--- config.mk ---
export PLATFORM = sky130hd
export DESIGN_NAME = stage2_mem_ctrl
export DESIGN_NICKNAME = d
export VERILOG_FILES = /design/src/rtl/stage2_mem_ctrl.sv
export SDC_FILE = /design/constraint.sdc
export NUM_CORES = 1
export LEC_CHECK = 0
export CAP_MARGIN = 15
export CELL_PAD_IN_SITES_DETAIL_PLACEMENT = 1
export CELL_PAD_IN_SITES_GLOBAL_PLACEMENT = 1
export CORE_MARGIN = 8
export CORE_UTILIZATION = 36
export DETAILED_ROUTE_END_ITERATION = 16
export PLACE_DENSITY = 0.88
export SKIP_CTS_REPAIR_TIMING = 1
export SLEW_MARGIN = 20
export SYNTH_ARGS = -nofsm -noshare
export SYNTH_HDL_FRONTEND = slang
export SYNTH_SLANG_ARGS = --single-unit
--- constraint.sdc ---
create_clock -name clk -period 4.45 [get_ports clk]
set_clock_uncertainty 0.2 [all_clocks]
set_input_delay 1.335 -clock clk [delete_from_list [all_inputs] [get_ports clk]]
set_output_delay 1.335 -clock clk [all_outputs]
set_load 0.05 [all_outputs]
--- src/rtl/stage2_mem_ctrl.sv ---
// stage2_mem_ctrl
//   Stage-2 memory/stack sequencer. Accepts one load/store/push/pop/reti
//   from the stage-1/2 pipeline register, runs the req/ack data-memory
//   beats for it, owns the stack pointer (full-descending), and stalls the
//   upstream register while a transaction is outstanding.
//
// Ports
//   clk, rst              clock; asynchronous active-low reset
//   valid_i               stage-2 holds a live instruction
//   load_i .. reti_i      op flags (priority reti > pop > push > load > store)
//   addr_base_i, imm_i    address base and signed 9-bit offset
//   data_i                store/push write data
//   stall_o               hold stage-1/2 register
//   mem_req_o/we/addr/wdata, mem_ack_i, mem_rdata_i   memory handshake
//   rdata_o, rdata_valid_o                load/pop result and pulse
//   ret_addr_o, ret_status_o, ret_valid_o reti results and pulse
//   sp_o                  current stack pointer
//
// state  | meaning
// -------+---------------------------------------------------------------
// IDLE   | waiting for valid_i & memop; launches the first beat
// ACCESS | first (or only) beat outstanding, waiting for mem_ack_i
// RETI2  | second reti beat (status word) outstanding
// DONE   | one-cycle completion; result pulses high, stall released
module stage2_mem_ctrl #(
  parameter int                ADDR_W  = 16,
  parameter logic [ADDR_W-1:0] SP_INIT = '0
) (
  input  logic              clk,
  input  logic              rst,
  input  logic              valid_i,
  input  logic              load_i,
  input  logic              store_i,
  input  logic              push_i,
  input  logic              pop_i,
  input  logic              reti_i,
  input  logic [23:0]       addr_base_i,
  input  logic [23:0]       data_i,
  input  logic [8:0]        imm_i,
  output logic              stall_o,
  output logic              mem_req_o,
  output logic              mem_we_o,
  output logic [ADDR_W-1:0] mem_addr_o,
  output logic [23:0]       mem_wdata_o,
  input  logic              mem_ack_i,
  input  logic [23:0]       mem_rdata_i,
  output logic [23:0]       rdata_o,
  output logic              rdata_valid_o,
  output logic [23:0]       ret_addr_o,
  output logic [23:0]       ret_status_o,
  output logic              ret_valid_o,
  output logic [ADDR_W-1:0] sp_o
);

  typedef enum logic [1:0] {S_IDLE, S_ACCESS, S_RETI2, S_DONE} state_t;
  typedef enum logic [2:0] {OP_NONE, OP_LOAD, OP_STORE, OP_PUSH, OP_POP, OP_RETI} op_t;

  localparam logic [ADDR_W-1:0] ONE = ADDR_W'(1);

  state_t            state_q, state_d;
  op_t               op_sel, op_q;
  logic              start;
  logic [ADDR_W-1:0] sp_q, sp_inc, sp_dec;
  logic [23:0]       ea_full;
  logic [ADDR_W-1:0] ea;
  logic [ADDR_W-1:0] acc_addr;
  logic              acc_we;
  logic              req_q, we_q;
  logic [ADDR_W-1:0] addr_q;
  logic [23:0]       wdata_q, rdata_q, ret_addr_q, ret_status_q;

  always_comb begin
    op_sel = OP_NONE;
    if (reti_i)       op_sel = OP_RETI;
    else if (pop_i)   op_sel = OP_POP;
    else if (push_i)  op_sel = OP_PUSH;
    else if (load_i)  op_sel = OP_LOAD;
    else if (store_i) op_sel = OP_STORE;
  end

  assign start = valid_i && (op_sel != OP_NONE);

  // Effective address is formed at full operand width and then truncated.
  assign ea_full = addr_base_i + {{15{imm_i[8]}}, imm_i};
  assign ea      = ea_full[ADDR_W-1:0];

  if (ADDR_W < 24) begin : g_ea_hi
    logic unused_ea_hi;
    assign unused_ea_hi = ^ea_full[23:ADDR_W];
  end

  assign sp_inc = sp_q + ONE;
  assign sp_dec = sp_q - ONE;

  // First-beat address/direction for the winning op.
  always_comb begin
    acc_addr = ea;
    acc_we   = 1'b0;
    case (op_sel)
      OP_PUSH:          begin acc_addr = sp_dec; acc_we = 1'b1; end
      OP_POP, OP_RETI:  begin acc_addr = sp_q;   acc_we = 1'b0; end
      OP_STORE:         begin acc_addr = ea;     acc_we = 1'b1; end
      default:          begin acc_addr = ea;     acc_we = 1'b0; end
    endcase
  end

  // State register
  always_ff @(posedge clk or negedge rst) begin
    if (!rst) state_q <= S_IDLE;
    else      state_q <= state_d;
  end

  // Next-state logic
  always_comb begin
    state_d = state_q;
    case (state_q)
      S_IDLE:   if (start) state_d = S_ACCESS;
      S_ACCESS: if (mem_ack_i) state_d = (op_q == OP_RETI) ? S_RETI2 : S_DONE;
      S_RETI2:  if (mem_ack_i) state_d = S_DONE;
      S_DONE:   state_d = S_IDLE;
      default:  state_d = S_IDLE;
    endcase
  end

  // Datapath: request, stack pointer and captured read data
  always_ff @(posedge clk or negedge rst) begin
    if (!rst) begin
      op_q         <= OP_NONE;
      req_q        <= 1'b0;
      we_q         <= 1'b0;
      addr_q       <= '0;
      wdata_q      <= '0;
      sp_q         <= SP_INIT;
      rdata_q      <= '0;
      ret_addr_q   <= '0;
      ret_status_q <= '0;
    end else begin
      case (state_q)
        S_IDLE: begin
          if (start) begin
            op_q    <= op_sel;
            req_q   <= 1'b1;
            we_q    <= acc_we;
            addr_q  <= acc_addr;
            wdata_q <= data_i;
          end
        end
        S_ACCESS: begin
          if (mem_ack_i) begin
            case (op_q)
              OP_PUSH: sp_q <= sp_dec;
              OP_POP: begin
                sp_q    <= sp_inc;
                rdata_q <= mem_rdata_i;
              end
              OP_LOAD: rdata_q <= mem_rdata_i;
              OP_RETI: begin
                sp_q       <= sp_inc;
                ret_addr_q <= mem_rdata_i;
                addr_q     <= sp_inc;
              end
              default: ;
            endcase
            // reti keeps req high and moves straight on to its status beat
            if (op_q != OP_RETI) req_q <= 1'b0;
          end
        end
        S_RETI2: begin
          if (mem_ack_i) begin
            sp_q         <= sp_inc;
            ret_status_q <= mem_rdata_i;
            req_q        <= 1'b0;
          end
        end
        default: ;
      endcase
    end
  end

  // Output logic. stall_o is gated by rst so it drops with the reset.
  always_comb begin
    stall_o       = rst && (((state_q == S_IDLE) && start) ||
                            (state_q == S_ACCESS) || (state_q == S_RETI2));
    rdata_valid_o = (state_q == S_DONE) && ((op_q == OP_LOAD) || (op_q == OP_POP));
    ret_valid_o   = (state_q == S_DONE) && (op_q == OP_RETI);
  end

  assign mem_req_o    = req_q;
  assign mem_we_o     = we_q;
  assign mem_addr_o   = addr_q;
  assign mem_wdata_o  = wdata_q;
  assign rdata_o      = rdata_q;
  assign ret_addr_o   = ret_addr_q;
  assign ret_status_o = ret_status_q;
  assign sp_o         = sp_q;

endmodule
== Word level (Yosys, flattened, before mapping) ==
Index checks and enable logic that the tools add are counted.
Storage, ports and cells
  output and inout port bits: 133
  bits in registers: 135
  logic and storage cells: 81
  bits of input ports: 90
Operators by class
  muxes and demuxes: 25
  eq/ne operators: 18
  reduce and logical (&&, ||, !) cells: 25
  $add $sub $neg: 3
Operator list (number)
  one-hot mux 16 bit (2 select lines): 4
  2-to-1 mux 16 bit: 5
  adder 16 x 1 -> 16 bit (second input constant): 1
  adder 16 bit: 1
  subtractor 16 x 1 -> 16 bit (second input constant): 1
  == test 3 bit (second input constant): 4
  2-to-1 mux 2 bit: 6
  != test 2 bit (second input constant): 5
  == test 3 x 2 -> 1 bit (second input constant): 3
  AND reduction 3 bit: 3
  one-hot mux 2 bit (4 select lines): 1
  AND reduction 4 bit: 2
  OR reduction 2 bit: 4
  2-to-1 mux 1 bit: 6
  2-to-1 mux 3 bit: 2
  nonzero test 3 bit: 2
  logical AND 1 bit: 5
  AND reduction 5 bit: 1
  == test 2 bit (second input constant): 2
  AND reduction 2 bit: 2
  nonzero test 2 bit: 2
  == test 3 x 1 -> 1 bit (second input constant): 1
  logical OR 1 bit: 3
  != test 3 x 2 -> 1 bit (second input constant): 1
  4 further kinds: 4

== Longest topological paths before layout ==
Gate-level depths: netlist of the first run.
  word-level depth: 11
  mapped depth: 10

== Worst setup path after synthesis of the first run ==
OpenSTA, ideal clock, no wires.
  path type: input -> output
  from: input port push_i
  to: output port stall_o
  path buffers: 2
  stages on the path: 7
  path slack: -0.235 ns
  arrival: 3.150 ns
  cell sequence: buf_2 > or3_4 > o31ai_4 > inv_1 > nand2_1 > buf_2 > a21boi_0
On the way
  longest elaborated chain between the ends: 9
Ends and longest elaborated chain
  from (decl): line 34  | input logic push_i,
  2-to-1 mux 2 bit: line 76  | else if (push_i) op_sel = OP_PUSH;
  2-to-1 mux 3 bit: line 75  | else if (pop_i) op_sel = OP_POP;
  2-to-1 mux 3 bit: line 74  | if (reti_i) op_sel = OP_RETI;
  nonzero test 3 bit: line 81  | assign start = valid_i && (op_sel != OP_NONE);
  logical AND 1 bit: line 81
  logical AND 1 bit: line 182  | stall_o = rst && (((state_q == S_IDLE) && start) ||
  logical OR 1 bit: line 182
  logical OR 1 bit: line 183  | (state_q == S_ACCESS) || (state_q == S_RETI2));
  logical AND 1 bit: line 182
  to (decl): line 40  | output logic stall_o,
No other way between the ends.

== Final worst setup path of the first run ==
  from: input port reti_i
  to: output port stall_o
On the way
  longest elaborated chain between the ends: 7
Ends and longest elaborated chain
  from (decl): line 36  | input logic reti_i,
  2-to-1 mux 3 bit: line 74
  nonzero test 3 bit: line 81
  logical AND 1 bit: line 81
  logical AND 1 bit: line 182
  logical OR 1 bit: line 182
  logical OR 1 bit: line 183
  logical AND 1 bit: line 182
No other way between the ends.

==> impl_metrics.tcl, run 1 <==
set metrics [dict create \
    outcome "completed" \
    initial_core_util_pct 36.2 \
    grt_overflow 0 \
    synth.distinct_cells 67 \
    yosys.area_share.adder_pct 3.91 \
    yosysWarnings 0 \
    critPathMaxFanout 2 \
    syn_to_final_growth_pct 41.0 \
    seq_area_frac_synth_pct 46.7 \
    grt_max_degree 82 \
    holdCritPathClass "reg -> reg" \
    wl_mm 23.7 \
    synth-compound-area-share_pct 11.4 \
    cts.clk_slew.worst_paths_ns 0.06 \
    cts_buffer_depth 2 \
    numCtsBuffers 17 \
    hp-start "mem_addr_o[3]$_DFFE_PN0P_" \
    grt_first_pass_wirelength_mm 37.0 \
    reg2regPathDepth 8 \
    ys.flop_type "dfrtp_1" \
    required_ns 2.91 \
    dieArea_um2 24900 \
    layout_commonest_cell "clkdlybuf4s50_1" \
    design_power_total_mw 9.23 \
    slew_violations 0 \
    seqCellArea_um2 3380 \
    synthMuxAreaShare_pct 17.0 \
    netlist_instances 667 \
    layout.nets 987 \
    crit_path_start_kind "input pin" \
    cts_sinks 135 \
    io_buffers 214 \
    nFillCells 2154 \
    worst_slack_ns 0.0607 \
    clock_latency_ns 0.42 \
    avgViaCountPerCell 5.17 \
    crit_start "reti_i" \
    worstMarginPinSlew_ns 1.00 \
    cap_violations 0 \
    firstDrtPassIters 4 \
    finish.instance_area_um2 10200 \
    finalHoldViolCount 0 \
    crit_end "stall_o" \
    fin_cells 1159 \
    synth_xor_area_share_pct 4.85 \
    synthSimpleGateAreaFrac_pct 12.5 \
    multi_input_area_um2 3600 \
    p_leak_nw 4.24 \
    cp_data_arrival_time_ns 2.85 \
    regToRegStartpoint "state_q[1]$_DFFE_PN0P_" \
    final.period_utilization_pct 98.6 \
    grt_pass1_vias 6414 \
    hpwl_mm 17.7 \
    cts_tree "built" \
    r2r_setup_slack_ns 1.72 \
    antenna_found_initial 0 \
    reg2reg_to "mem_addr_o[13]$_DFFE_PN0P_" \
    synth_area_per_cell_um2 10.8 \
    final_cell_mix "clkdlybuf4s50_1, dfrtp_1, mux2_2, nand2_1, nor2_1" \
    path_class "in -> out" \
    cts_root_buffer "clkbuf_16" \
    synth_area_um2 7230 \
    die_width_um 158 \
    timing.fmax_ghz 0.228 \
    rsz0062_at_grt "no" \
    dpl_cell_area_um2 9620 \
    fp.dieH_um 158 \
    synth_edf_count 0 \
    finalCriticalPeriod_ns 4.39 \
    setup_viol 0 \
    gp_congestion 0.873 \
    drt_iter0_drc 309 \
    routedWlPerCell_um 20.4 \
    cts.htree.levels 4 \
    core_region_area_um2 20000 \
    pre_cts_ws_ns 0.0386 \
    end_kind "primary output" \
    ys_async_sr_fraction_pct 100 \
    slew_headroom_pct 33.1 \
    num_vias 5990 \
    ioPinCount 223 \
    peakVddDrop_v 0.000273 \
    dp_cells 1126 \
    synth_top_family_by_area "multiplexers" \
    drc 0 \
    power_density_nw_per_um2 905 \
    fin_util_pct 51.0 \
    grtUsageTotal_pct 19.2 \
    synth_seq_cells 135 \
    syn-num-nets 779 \
    antenna_left 0 \
    rows 52 \
    layout-drive-gt1-share_pct 18.2 \
]
-- routing by layer --
layer | track usage [%] | wire, um | vias to the layer above
met5 | 0 | 0 | -
met4 | 6.44 | 415 | 0
met3 | 4.07 | 1580 | 27
met2 | 32.2 | 11500 | 210
met1 | 24.2 | 10200 | 2954
li1 | - | - | 2799
-- power by group --
group / internal [mW] / switching (mW) / total (mW)
logic: 1.96 / 3.50 / 5.46
registers: 1.85 / 0.573 / 2.42
clock network: 0.737 / 0.607 / 1.34
-- logic make-up (layout without fill, tap and decap cells) --
family / count (synthesis) / in the layout
muxes: 110 / 110
AOI/OAI and AO/OA: 127 / 127
DFF: 135 / 135
xor gates and xnor gates: 40 / 40
buffers and inverters: 54 / 275
adders and majority gates: 22 / 22
and+or+nand+nor: 179 / 179
other: 0 / 1
-- synth_stat cells, drive strengths merged (2+ instances only) --
master / n / area [um^2]
xor2: 11 / 96.3
nand2b: 3 / 18.8
nand3b: 2 / 15.0
or3: 3 / 28.8
o22ai: 6 / 37.5
nor2: 43 / 161
nand2: 67 / 251
buf: 24 / 144
nor2b: 3 / 18.8
dfrtp: 135 / 3380
mux2: 102 / 1150
nand4: 4 / 40.0
xnor2: 29 / 254
o211ai: 4 / 30.0
o221a: 2 / 22.5
o21ai: 41 / 205
and2: 7 / 45.1
inv: 13 / 48.8
or2: 3 / 18.8
a21o: 7 / 52.6
a2bb2oi: 2 / 23.8
mux2i: 8 / 80.1
o21a: 3 / 22.5
a221oi: 7 / 67.6
clkbuf: 17 / 63.8
a211oi: 4 / 30.0
a21oi: 28 / 140
nor3: 12 / 93.8
o221ai: 2 / 17.5
nand3: 14 / 70.1
nor4: 2 / 18.8
and3: 10 / 62.6
a311oi: 2 / 17.5
ha: 21 / 263
a31oi: 8 / 50.1
-- area by class of cell --
cell class / count / area share [%]
antenna: 1 / 0.0246
timing repair buffer: 230 / 22.2
tap: 270 / 3.31
multi-input combinational: 478 / 35.3
clock inverter: 15 / 1.31
inverter: 13 / 0.479
sequential: 135 / 33.1
clock buffer: 17 / 4.17
-- worst min-delay path by stage --
stage               slack [ns]                         to  depth (start not counted)
floorplan                 0.31        op_q[1]$_DFFE_PN0P_                          1
global placement          0.27  mem_addr_o[3]$_DFFE_PN0P_                          2
detailed placement        0.27       mem_we_o$_DFFE_PN0P_                          1
CTS                       0.29  mem_addr_o[1]$_DFFE_PN0P_                          2
global route              0.32  mem_addr_o[6]$_DFFE_PN0P_                          1
finish                    0.28  mem_addr_o[3]$_DFFE_PN0P_                          2
-- state kept, by name, indices dropped and copies added (netlist names) --
signal,cells
mem_we_o,1
ret_addr_o,24
mem_req_o,1
op_q,3
mem_addr_o,16
rdata_o,24
ret_status_o,24
sp_o,16
state_q,2
mem_wdata_o,24
-- worst max-delay path, stage by stage --
cell	delay, ns
clkdlybuf4s50_1	0.46
or3_4	0.42
o31ai_4	0.20
inv_1	0.08
nand2_2	0.08
a21boi_1	0.07
buf_4	0.20
-- per-stage QoR --
step / TNS [ns] / hold slack (ns)
after floorplan: 0 / 0.308
after global placement: 0 / 0.269
after detailed placement: 0 / 0.268
after CTS: -0.0356 / 0.293
after global routing: 0 / 0.320
final: 0 / 0.285
Note: power is estimated with default switching activity, not from simulation.
==> run 2: changes to the inputs <==
Settings changed: CORE_MARGIN 8 to unset, SKIP_CTS_REPAIR_TIMING 1 to unset.
==> run 2 against run 1 <==
Combinational power hardly changed. Register-to-register slack better by 0.03 ns. Clock-buffer cell count is 1 higher. Critical path depth stayed put. Largest cell class unchanged. Highest routed layer unchanged.
==> impl_metrics.tcl, run 2 (synthesis results as in run 1) <==
set metrics [dict create \
    outcome "completed" \
    rows 51 \
    firstDrtPassIters 4 \
    cts.htree.levels 4 \
    numCtsBuffers 17 \
    diodes 0 \
    crit_chain "clkdlybuf4s50_1 -> or3_4 -> o31ai_4 -> inv_1 -> nand2_1 -> a21boi_1 -> buf_4" \
    rsz0062_at_grt "no" \
    cts_root_buffer "clkbuf_16" \
    num_vias 5963 \
    finalHoldViolCount 0 \
    hpwl_mm 16.9 \
    slowest_stage "clkdlybuf4s50_1" \
    slew_violations 0 \
    antenna_found_initial 0 \
    worstMarginPinSlew_ns 0.963 \
    path_class "in -> out" \
    nFillCells 2129 \
    drt_iter0_drc 207 \
    avgViaCountPerCell 5.17 \
    initial_core_util_pct 36.9 \
    slew_headroom_pct 35.5 \
    cts_tree "built" \
    p_leak_nw 4.27 \
    cts_sinks 135 \
    grt_overflow 0 \
    fp.dieH_um 144 \
    r2r_setup_slack_ns 1.75 \
    power_density_nw_per_um2 911 \
    grt_max_degree 72 \
    crit_path_start_kind "input pin" \
    cap_violations 0 \
    p_comb_share_pct 58.5 \
    cts_buffer_depth 2 \
    layout_commonest_cell "clkdlybuf4s50_1" \
    routedWlPerCell_um 19.9 \
    path_depth 7 \
    grt_use_met3_pct 6.56 \
    wl_mm 22.9 \
    seqCellArea_um2 3380 \
    seqPwrFrac_pct 26.1 \
    holdCritPathClass "reg -> reg" \
    cts_setup_buffers 0 \
    busiest_layer "met2" \
    end_kind "primary output" \
    ioPinCount 223 \
    reg2regPathDepth 8 \
    globalRouteMet2Util_pct 39.8 \
    layout-drive-gt1-share_pct 18.1 \
    final.period_utilization_pct 98.4 \
    gp_congestion 0.849 \
    clock_latency_ns 0.42 \
    finalCriticalPeriod_ns 4.38 \
    dieArea_um2 20700 \
    timing.fmax_ghz 0.228 \
    multi_input_area_um2 3590 \
    p_sw_share_pct 49.9 \
    dp_cells 1121 \
    crit_start "pop_i" \
    reg2reg_to "mem_addr_o[7]$_DFFE_PN0P_" \
    fin_setup_tns_ns 0 \
    regToRegStartpoint "state_q[1]$_DFFE_PN0P_" \
    grt_pass1_vias 6139 \
    use_met1_pct 27.1 \
    cp_data_arrival_time_ns 2.85 \
    peakVddDrop_v 0.000360 \
    layout.nets 987 \
    final_cell_mix "clkdlybuf4s50_1, dfrtp_1, mux2_2, nand2_1, nor2_1" \
    cts.clk_slew.worst_paths_ns 0.06 \
    clock_power_share_pct 15.4 \
    grtUsageTotal_pct 22.9 \
    required_ns 2.91 \
    io_buffers 214 \
    drc 0 \
    design_power_total_mw 9.31 \
    grt_first_pass_wirelength_mm 35.2 \
    die_width_um 144 \
    setup_viol 0 \
    fin_util_pct 52.2 \
    fin_cells 1153 \
    critPathTopFamily "buffers and inverters" \
    internal-power_mw 4.67 \
    critPathMaxFanout 2 \
    core_region_area_um2 19600 \
    p_switching_mw 4.64 \
    crit_end "stall_o" \
    path_buf_inv 3 \
    syn_to_final_growth_pct 41.3 \
    max_stage_delay_ns 0.48 \
    antenna_left 0 \
]
run 2: cell count changes in the layout (fill, tap and decap cells not counted):
cell and delta:
buf_4 +1, buf_6 -1, bufinv_16 +2, clkbuf_8 +1, clkinv_4 +3, clkinvlp_4 -2
diode_2 -1, inv_6 -1, inv_8 -3, nand2_1 +1, nand2_2 -1
run 2: metrics by stage:
step | setup WS, ns | hold slack, ns | instance area [um^2]
final | 0.0697 | 0.280 | 10200
after global routing | 0.00192 | 0.306 | 10200
after CTS | 0.0162 | 0.282 | 10200
after detailed placement | 0.0265 | 0.268 | 9610
after global placement | 0.0340 | 0.261 | 9610
after floorplan | 0.121 | 0.308 | 7230
run 2: worst min-delay path by stage:
stage	start	end	slack, ns	cells past startpoint
final	mem_we_o$_DFFE_PN0P_	mem_we_o$_DFFE_PN0P_	0.28	1
after detailed placement	mem_we_o$_DFFE_PN0P_	mem_we_o$_DFFE_PN0P_	0.27	1
after global placement	mem_we_o$_DFFE_PN0P_	mem_we_o$_DFFE_PN0P_	0.26	1
after floorplan	op_q[1]$_DFFE_PN0P_	op_q[1]$_DFFE_PN0P_	0.31	1
after CTS	mem_we_o$_DFFE_PN0P_	mem_we_o$_DFFE_PN0P_	0.28	1
after global routing	mem_addr_o[3]$_DFFE_PN0P_	mem_addr_o[3]$_DFFE_PN0P_	0.31	2
run 2: routing by layer:
metal	share of wire (%)	vias to the layer above
met1	42	2931
li1	-	2791
met5	0	-
met3	7.5	26
met2	49	215
met4	1.5	0
run 2: power groups by stage:
stage | sequential (mW) | clock [mW] | combinational (mW)
after floorplan | 4.28 | 0 | 1.70
after global placement | 2.36 | 0 | 5.31
after detailed placement | 2.44 | 0 | 5.44
after CTS | 2.43 | 1.47 | 5.49
after global routing | 2.51 | 1.51 | 5.74
final | 2.43 | 1.43 | 5.45
run 2: layout make-up:
cell class              count  share of cell area [%]
repair buffers            230                    22.2
inverters                  13                   0.478
clock inverters            14                    1.59
multi-input cells         478                    35.2
flip-flops and latches    135                    33.1
clock buffers              18                    4.30
well taps                 265                    3.24
run 2: timing repair:
| action | in CTS | in global routing |
|---|---|---|
| hold buffers | 0 | 0 |
| gates resized for setup | 0 | 1 |
| endpoints found under the setup margin | 0 | 1 |
==> run 3: changes to the inputs <==
Settings changed: CORE_UTILIZATION 36 to 25, DONT_BUFFER_PORTS set to 1, PLACE_DENSITY 0.88 to 0.53.
==> run 3 against run 2 <==
Cell count down 9.5%. Core utilization down 23 points. Via count down 15%. Non-clock buffer count down 220. Global-route usage down 8.3 points. Register-to-register slack worse by 0.32 ns. Cell area down 20%.
==> impl_metrics.tcl, run 3 (synthesis results as in run 1) <==
set metrics [dict create \
    outcome "completed" \
    slew_violations 0 \
    required_ns 2.91 \
    diodes 0 \
    numCtsBuffers 17 \
    grt_max_degree 137 \
    cts_sinks 135 \
    io_buffers 0 \
    cts.clk_slew.worst_paths_ns 0.06 \
    critPathMaxFanout 18 \
    die_width_um 172 \
    crit_chain "or3_4 -> o31ai_4 -> inv_1 -> nand2_1 -> a21boi_1 -> buf_4" \
    core_region_area_um2 28100 \
    clock_latency_ns 0.42 \
    initial_core_util_pct 25.7 \
    cap_violations 0 \
    fin_util_pct 28.9 \
    grt_pass1_vias 5543 \
    path_class "in -> out" \
    timing.fmax_ghz 0.246 \
    finalHoldViolCount 0 \
    antenna_left 0 \
    finalCriticalPeriod_ns 4.06 \
    max_stage_delay_ns 0.49 \
    nFillCells 3171 \
    cp_data_arrival_time_ns 2.53 \
    num_vias 5098 \
    fin_setup_tns_ns 0 \
    wl_mm 21.3 \
    layout.nets 767 \
    ioPinCount 223 \
    cts_tree "built" \
    grtUsageTotal_pct 14.6 \
    rsz0062_at_grt "no" \
    fp.dieH_um 172 \
    antenna_found_initial 0 \
    end_kind "primary output" \
    layout_commonest_cell "dfrtp_1" \
    holdPathStages 1 \
    holdPathEnd "op_q[1]$_DFFE_PN0P_" \
    hpwl_mm 15.8 \
    rows 61 \
    holdCritPathClass "reg -> reg" \
    worstMarginPinSlew_ns 1.02 \
    final_cell_mix "dfrtp_1, mux2_2, nand2_1, nor2_1, o21ai_0" \
    cts_root_buffer "clkbuf_16" \
    reg2reg_to "mem_addr_o[13]$_DFFE_PN0P_" \
    firstDrtPassIters 4 \
    routedWlPerCell_um 20.4 \
    critPathTopFamily "simple AND/OR/NAND/NOR gates" \
    grt_first_pass_wirelength_mm 32.5 \
    drt_iter0_drc 227 \
    slew_headroom_pct 32.0 \
    dieArea_um2 29600 \
    drc 0 \
    path_buf_inv 2 \
    cts.htree.levels 4 \
    hp-start "op_q[1]$_DFFE_PN0P_" \
    crit_start "push_i" \
    final.period_utilization_pct 91.2 \
    setup_viol 0 \
    avgViaCountPerCell 4.88 \
    cts_setup_buffers 0 \
    hold_buffers 0 \
    r2r_setup_slack_ns 1.43 \
    layout-drive-gt1-share_pct 22.8 \
    regToRegStartpoint "sp_o[2]$_DFFE_PN0P_" \
    slowest_stage "or3_4" \
    gp_congestion 0.884 \
    post_cts_resized 0 \
    grt_overflow 0 \
    crit_path_start_kind "input pin" \
    reg2regPathDepth 6 \
    cts_buffer_depth 2 \
    syn_to_final_growth_pct 12.4 \
]
## run 3: worst max path at each step
| stage | end | slack (ns) | cells after the start |
|---|---|---|---|
| after floorplan | stall_o | 0.12 | 7 |
| after CTS | stall_o | 0.38 | 6 |
| after global routing | stall_o | 0.28 | 6 |
| final | stall_o | 0.39 | 6 |
| after detailed placement | stall_o | 0.38 | 6 |
| after global placement | stall_o | 0.39 | 6 |
## run 3: final cells by class
| cell class | instances | area [um^2] | area share, % |
|---|---|---|---|
| multi-input combinational | 478 | 3600 | 44.3 |
| sequential | 135 | 3380 | 41.6 |
| tap | 378 | 473 | 5.82 |
| clock buffer | 19 | 453 | 5.57 |
| clock inverter | 11 | 100 | 1.23 |
| timing repair buffer | 10 | 75.1 | 0.924 |
| inverter | 13 | 48.8 | 0.601 |
## run 3: worst register-to-register path, delay by kind of cell (launching register included)
family           cells  cell delay, ns
AND/OR/NAND/NOR      3            1.22
AO/OA/AOI/OAI        2            0.26
flip-flops           1            1.02
XOR/XNOR             1            0.25
## run 3: through the flow
step / hold WS (ns) / cells / cell area, um^2 / setup WS (ns)
finish: 0.369 / 1044 / 8130 / 0.389
global placement: 0.339 / 1014 / 7570 / 0.389
floorplan: 0.308 / 667 / 7230 / 0.121
CTS: 0.368 / 1044 / 8120 / 0.381
detailed placement: 0.354 / 1014 / 7570 / 0.383
global route: 0.379 / 1044 / 8130 / 0.284
## run 3: metal layers
metal	vias up	wire length, um	GRT usage, %
met4	0	228	4.12
li1	2350	-	-
met5	-	0	0
met2	185	9950	24.2
met3	15	2490	6.71
met1	2548	8590	16.7
Power of run 3 is left out: the tool's default activity adds up to more than one toggle a clock period on the data nets, which glitch-free logic cannot reach.
